[config.mk]
export PLATFORM = sky130hd
export DESIGN_NAME = punc_controller
export DESIGN_NICKNAME = d
export VERILOG_FILES = /design/src/rtl/punc_controller.sv
export SDC_FILE = /design/constraint.sdc
export NUM_CORES = 1
export LEC_CHECK = 0
export ABC_CLOCK_PERIOD_IN_PS = 2700
export CORE_UTILIZATION = 35
export CTS_BUF_LIST = sky130_fd_sc_hd__clkbuf_16
export CTS_CLUSTER_DIAMETER = 150
export DETAILED_ROUTE_END_ITERATION = 12
export GPL_ROUTABILITY_DRIVEN = 0
export GPL_TIMING_DRIVEN = 0
export PLACE_DENSITY = 0.85
export SLEW_MARGIN = 20
export SYNTH_ARGS = -nofsm -noshare
export SYNTH_HDL_FRONTEND = slang
export SYNTH_SLANG_ARGS = --single-unit
[constraint.sdc]
create_clock -name clk -period 2.7 [get_ports clk]
set_input_delay 0.27 -clock clk [delete_from_list [all_inputs] [get_ports clk]]
set_output_delay 0.27 -clock clk [all_outputs]
set_load 0.05 [all_outputs]
[src/rtl/punc_controller.sv]
// Control FSM for the PUnC LC3 processor: sequences INIT/FETCH/DECODE/EXEC/EXEC2/HALT
// and decodes ir into datapath controls. Optional illegal-opcode trap: PUNC_ILLEGAL_TRAP_EN.
module punc_controller #(
  parameter logic [3:0] HALT_OPCODE = 4'b1111,
  parameter int         STATE_W     = 3
) (
  input  logic               clk,
  input  logic               rst,
  input  logic [15:0]        ir,
  output logic               mem_wr_en,
  output logic [2:0]         mem_r_addr_sel,
  output logic               state2_STI,
  output logic               STR,
  output logic [2:0]         RF_wr_addr,
  output logic               RF_wr_en,
  output logic [2:0]         RF_r_addr_0,
  output logic [2:0]         RF_r_addr_1,
  output logic [1:0]         RF_w_data_sel,
  output logic               ir_ld,
  output logic               JMP_RET_JSRR,
  output logic               pc_ld,
  output logic               pc_clr,
  output logic               pc_up,
  output logic               add_const,
  output logic [1:0]         alu_sel,
  output logic               cc_en,
  output logic               n,
  output logic               z,
  output logic               p,
  output logic [10:0]        const_n,
`ifdef PUNC_ILLEGAL_TRAP_EN
  output logic               illegal,
`endif
  output logic [3:0]         SEXT_Select,
  output logic               halted,
  output logic [STATE_W-1:0] state_debug
);

  localparam logic [STATE_W-1:0] S_INIT   = STATE_W'(0);
  localparam logic [STATE_W-1:0] S_FETCH  = STATE_W'(1);
  localparam logic [STATE_W-1:0] S_DECODE = STATE_W'(2);
  localparam logic [STATE_W-1:0] S_EXEC   = STATE_W'(3);
  localparam logic [STATE_W-1:0] S_EXEC2  = STATE_W'(4);
  localparam logic [STATE_W-1:0] S_HALT   = STATE_W'(5);

  localparam logic [3:0] OP_BR   = 4'b0000;
  localparam logic [3:0] OP_ADD  = 4'b0001;
  localparam logic [3:0] OP_LD   = 4'b0010;
  localparam logic [3:0] OP_ST   = 4'b0011;
  localparam logic [3:0] OP_JSR  = 4'b0100;
  localparam logic [3:0] OP_AND  = 4'b0101;
  localparam logic [3:0] OP_LDR  = 4'b0110;
  localparam logic [3:0] OP_STR  = 4'b0111;
  localparam logic [3:0] OP_NOT  = 4'b1001;
  localparam logic [3:0] OP_LDI  = 4'b1010;
  localparam logic [3:0] OP_STI  = 4'b1011;
  localparam logic [3:0] OP_JMP  = 4'b1100;
  localparam logic [3:0] OP_LEA  = 4'b1110;
  localparam logic [3:0] OP_RSV0 = 4'b1000;
  localparam logic [3:0] OP_RSV1 = 4'b1101;

  logic [STATE_W-1:0] r_state;
  logic [STATE_W-1:0] w_next;
  logic [3:0]         w_op;
  logic               w_trap;

  assign w_op    = ir[15:12];
  assign const_n = ir[10:0];

`ifdef PUNC_ILLEGAL_TRAP_EN
  assign w_trap = (w_op == OP_RSV0) || (w_op == OP_RSV1);

  logic r_illegal;
  always_ff @(posedge clk or negedge rst) begin
    if (!rst)                                 r_illegal <= 1'b0;
    else if (r_state == S_DECODE && w_trap)   r_illegal <= 1'b1;
  end
  assign illegal = r_illegal;
`else
  assign w_trap = 1'b0;
`endif

  always_ff @(posedge clk or negedge rst) begin
    if (!rst) r_state <= S_INIT;
    else      r_state <= w_next;
  end

  always_comb begin
    w_next = r_state;
    case (r_state)
      S_INIT:   w_next = S_FETCH;
      S_FETCH:  w_next = S_DECODE;
      S_DECODE: w_next = (w_op == HALT_OPCODE || w_trap) ? S_HALT : S_EXEC;
      S_EXEC:   w_next = (w_op == OP_LDI || w_op == OP_STI) ? S_EXEC2 : S_FETCH;
      S_EXEC2:  w_next = S_FETCH;
      S_HALT:   w_next = S_HALT;
      default:  w_next = S_INIT;
    endcase
  end

  always_comb begin
    mem_wr_en = 1'b0; mem_r_addr_sel = 3'd0; state2_STI = 1'b0; STR = 1'b0;
    RF_wr_addr = 3'd0; RF_wr_en = 1'b0; RF_r_addr_0 = 3'd0; RF_r_addr_1 = 3'd0;
    RF_w_data_sel = 2'd0; ir_ld = 1'b0; JMP_RET_JSRR = 1'b0; pc_ld = 1'b0;
    pc_clr = 1'b0; pc_up = 1'b0; add_const = 1'b0; alu_sel = 2'd0; cc_en = 1'b0;
    n = 1'b0; z = 1'b0; p = 1'b0; SEXT_Select = 4'b0000; halted = 1'b0;
    case (r_state)
      S_INIT:  pc_clr = 1'b1;
      S_FETCH: begin ir_ld = 1'b1; pc_up = 1'b1; end
      S_HALT:  halted = 1'b1;
      S_EXEC: begin
        case (w_op)
          OP_ADD, OP_AND: begin
            RF_r_addr_0 = ir[8:6]; RF_r_addr_1 = ir[2:0]; add_const = ir[5];
            SEXT_Select = 4'b1000; alu_sel = (w_op == OP_ADD) ? 2'd1 : 2'd2;
            RF_wr_addr = ir[11:9]; RF_wr_en = 1'b1; cc_en = 1'b1;
          end
          OP_NOT: begin
            RF_r_addr_0 = ir[8:6]; alu_sel = 2'd3; RF_wr_addr = ir[11:9];
            RF_wr_en = 1'b1; cc_en = 1'b1;
          end
          OP_BR: begin {n, z, p} = ir[11:9]; SEXT_Select = 4'b0010; end
          OP_JMP: begin RF_r_addr_0 = ir[8:6]; JMP_RET_JSRR = 1'b1; pc_ld = 1'b1; end
          OP_JSR: begin
            // R7 and PC update on the same edge, so JSRR through R7 reads the old link
            RF_wr_addr = 3'd7; RF_w_data_sel = 2'd1; RF_wr_en = 1'b1; pc_ld = 1'b1;
            if (ir[11]) SEXT_Select = 4'b0001;
            else begin RF_r_addr_0 = ir[8:6]; JMP_RET_JSRR = 1'b1; end
          end
          OP_LD: begin
            SEXT_Select = 4'b0010; mem_r_addr_sel = 3'd1; RF_w_data_sel = 2'd2;
            RF_wr_addr = ir[11:9]; RF_wr_en = 1'b1;
          end
          OP_LDR: begin
            RF_r_addr_0 = ir[8:6]; add_const = 1'b1; SEXT_Select = 4'b0100; alu_sel = 2'd1;
            mem_r_addr_sel = 3'd4; RF_w_data_sel = 2'd2; RF_wr_en = 1'b1;
          end
          OP_LEA: begin
            SEXT_Select = 4'b0010; RF_w_data_sel = 2'd3; RF_wr_addr = ir[11:9]; RF_wr_en = 1'b1;
          end
          OP_ST: begin RF_r_addr_0 = ir[11:9]; SEXT_Select = 4'b0010; mem_wr_en = 1'b1; end
          OP_STR: begin
            STR = 1'b1; RF_r_addr_0 = ir[8:6]; RF_r_addr_1 = ir[11:9]; add_const = 1'b1;
            SEXT_Select = 4'b0100; alu_sel = 2'd1; mem_wr_en = 1'b1;
          end
          OP_LDI, OP_STI: begin SEXT_Select = 4'b0010; mem_r_addr_sel = 3'd1; end
          default: ;
        endcase
      end
      S_EXEC2: begin
        if (w_op == OP_LDI) begin
          mem_r_addr_sel = 3'd2; RF_w_data_sel = 2'd2; RF_wr_addr = ir[11:9]; RF_wr_en = 1'b1;
        end else begin
          state2_STI = 1'b1; RF_r_addr_0 = ir[11:9]; mem_wr_en = 1'b1;
        end
      end
      default: ;
    endcase
    // Reset overrides everything so an aborted instruction leaves no enable behind
    if (!rst) begin
      mem_wr_en = 1'b0; mem_r_addr_sel = 3'd0; state2_STI = 1'b0; STR = 1'b0;
      RF_wr_addr = 3'd0; RF_wr_en = 1'b0; RF_r_addr_0 = 3'd0; RF_r_addr_1 = 3'd0;
      RF_w_data_sel = 2'd0; ir_ld = 1'b0; JMP_RET_JSRR = 1'b0; pc_ld = 1'b0;
      pc_clr = 1'b0; pc_up = 1'b0; add_const = 1'b0; alu_sel = 2'd0; cc_en = 1'b0;
      n = 1'b0; z = 1'b0; p = 1'b0; SEXT_Select = 4'b0000; halted = 1'b0;
    end
  end

  assign state_debug = r_state;

endmodule

==> flow_metrics.env <==
export IMPL_finalSetupViolCount=0
export IMPL_synth_edf_count=0
export IMPL_fp_dieH_um=50.8
export IMPL_r2r_slack_ns=1.41
export IMPL_grt_total_usage_pct=22.5
export IMPL_cp_start_kind="input port"
export IMPL_arrival_ns=2.35
export IMPL_crit_path_end="RF_w_data_sel[0]"
export IMPL_yosysMostFrequentCell="buf_4"
export IMPL_port_buffers=63
export IMPL_grt_max_degree=12
export IMPL_setup_tns_ns=0
export IMPL_grt_pass1_vias=955
export IMPL_cts_buffer_depth=2
export IMPL_largest_register_ffs=3
export IMPL_die_w_um=50.8
export IMPL_fin_crit_ns=2.62
export IMPL_syn_inst=112
export IMPL_synth_common_cells="buf_4, nor2_1, nand2_1"
export IMPL_rr_worst_depth=3
export IMPL_clock_latency_ns=0.22
export IMPL_maxCapViolations=0
export IMPL_critPathCaptureType="primary output"
export IMPL_placed_cells=203
export IMPL_post_drt_wl_per_cell_um=13.6
export IMPL_relSlewSlack_pct=66.2
export IMPL_path_max_fanout=10
export IMPL_ys_ff_latch=3
export IMPL_drt_first_pass_iters=4
export IMPL_final_cell_area_um2=1570
export IMPL_drtIter0Drc=16
export IMPL_io_pins=67
export IMPL_cts_hold_buffers=0
export IMPL_clock_sinks=3
export IMPL_place_hpwl_um=2180
export IMPL_finalWirelength_um=2820
export IMPL_drive_gt1_share_pct=22.9
export IMPL_cts_buffers=3
export IMPL_rr_startpoint="state_debug[0]"
export IMPL_hold_worst_slack_ns=-0.00744
export IMPL_hold_viol=3
export IMPL_fillers=188
export IMPL_fmax_ghz=0.381
export IMPL_clockRootBuffer="clkbuf_16"
export IMPL_critPathKind="in2out"
export IMPL_fin_skew_ns=0.00339
export IMPL_synthFlopType="dfrtp_1"
export IMPL_worst_pin_slew_ns=0.505
export IMPL_drv_slew=0
export IMPL_synthArstFlopShare_pct=100
export IMPL_post_cts_buffers=0
export IMPL_cp_startpoint="ir[13]"
export IMPL_nets=198
export IMPL_cp_data_required_time_ns=2.43
export IMPL_ys_top_cells_by_area="buf_4, dfrtp_1, a21o_1, buf_2, nor2_1"
export IMPL_cts_tree="done"
export IMPL_h_tree_depth=1
export IMPL_grt_pass1_wl_um=4460
export IMPL_vias=1091
export IMPL_core_area_um2=2230
export IMPL_cts_clk_slew_worst_paths_ns=0.03
export IMPL_regToRegEndpoint="state_debug[2]"
export IMPL_synth_nets=130
export IMPL_holdCritPathClass="in2async"
export IMPL_power_total_w=0.000961
export IMPL_grt_antenna_before_repair=0
export IMPL_fin_crit_sh_pct=97.2
export IMPL_powerDensity_nw_per_um2=612
export IMPL_avgViaCountPerCell=5.27
export IMPL_row_count=17
export IMPL_die_area_um2=2580
export IMPL_violations="negative hold slack"
export IMPL_synthesis_area_um2=832
export IMPL_drc=0
export IMPL_yosysTopAreaCell="buf_4"
export IMPL_ant_nets=0
export IMPL_synth_top_area_share_pct=10.8
export IMPL_ys_types=45
export IMPL_seq_area_frac_synth_pct=9.02
export IMPL_antenna_cells=0
export IMPL_ir_drop_v=0.000962
export IMPL_syn_to_final_growth_pct=88.6
export IMPL_dpl_cell_area_um2=1510
export IMPL_floorplan_initialDensity_pct=37.3
export IMPL_avgSynthCellArea_um2=7.43
export IMPL_status="finished, violations left"
export IMPL_yosys_warnings=0
export IMPL_grt_overflow_total=0
export IMPL_p_leak_nw=0.884
export IMPL_final_cells=207
export IMPL_rsz0062_at_grt="no"
## power breakdown
part	internal, W	total [W]	switching (W)
clock	0.000191	0.000233	0.0000421
sequential	0.0000638	0.0000760	0.0000122
combinational	0.000229	0.000651	0.000422
## placed cells by master (no fill, tap or decap), drive strengths merged, types with 2 or more instances in the layout
cell type / Yosys / routed
clkdlybuf4s50: 0 / 36
dlygate4sd2: 0 / 22
buf: 20 / 20
nor2: 10 / 10
nand2: 10 / 10
inv: 6 / 7
a21o: 5 / 5
clkbuf: 1 / 5
a21oi: 4 / 4
dlymetal6s2s: 0 / 4
o21ai: 4 / 4
nor3: 4 / 4
nor2b: 3 / 3
nand2b: 3 / 3
a32o: 3 / 3
a22o: 3 / 3
and3: 3 / 3
dfrtp: 3 / 3
and4bb: 2 / 2
a211oi: 2 / 2
xnor2: 2 / 2
and2b: 2 / 2
a22oi: 2 / 2
nand4: 2 / 2
nand3: 2 / 2
and2: 2 / 2
o31ai: 2 / 2
## cells by family (layout without fill, tap and decap cells)
group,Yosys count,after routing,synth area share (%)
xor gates and xnor gates,2,2,2.11
buffers and inverters,27,94,20.0
AOI/OAI and AO/OA,30,30,28.3
DFF,3,3,9.02
muxes,1,1,1.35
and+or+nand+nor,49,49,39.2
## stage by stage
step / worst slack, ns / hold slack, ns / utilization (%)
4_1_cts: 0.00224 / 0.376 / 69.7
5_1_grt: 0.0139 / 0.0140 / 70.3
6_report: 0.0760 / -0.00744 / 70.3
3_3_place_gp: -0.216 / 0.599 / 67.5
2_1_floorplan: 0.0122 / -0.0256 / -
3_5_place_dp: -0.269 / 0.619 / 67.5
## repair_timing
action / 4_1_cts / 5_1_grt
resized for setup: 23 / 7
cloned: 0 / 0
endpoints found under the setup margin: 23 / 18
## worst max-delay path, stage by stage
cell and delay [ns]:
clkdlybuf4s50_1 0.61, buf_2 0.31, xnor2_1 0.15, and4_1 0.21, clkdlybuf4s50_1 0.80
## layout make-up
class,count,area (um^2),share of cell area [%]
Inverter,6,22.5,1.44
Timing Repair Buffer,63,608,38.8
Multi-Input combinational cell,82,606,38.6
Buffer,21,144,9.17
Clock inverter,1,3.75,0.239
Sequential cell,3,75.1,4.78
Tap cell,28,35.0,2.23
Clock buffer,3,75.1,4.78
## per-layer routing
metal	global-route usage (%)	vias up	part of all wire (%)
met4	4.17	0	0.28
li1	-	528	-
met3	4.55	2	7.5
met1	27.7	506	42
met5	0	-	0
met2	40.0	55	51
## worst min-delay path by stage
| stage | endpoint | depth (start not counted) | slack [ns] |
|---|---|---|---|
| 2_1_floorplan | state_debug[0] | 0 | -0.03 |
| 3_3_place_gp | state_debug[0] | 1 | 0.60 |
| 3_5_place_dp | state_debug[0] | 1 | 0.62 |
| 4_1_cts | state_debug[2] | 1 | 0.38 |
| 5_1_grt | state_debug[2] | 1 | 0.01 |
| 6_report | state_debug[2] | 1 | -0.007 |
No activity file was read; power rests on OpenSTA's default activity.
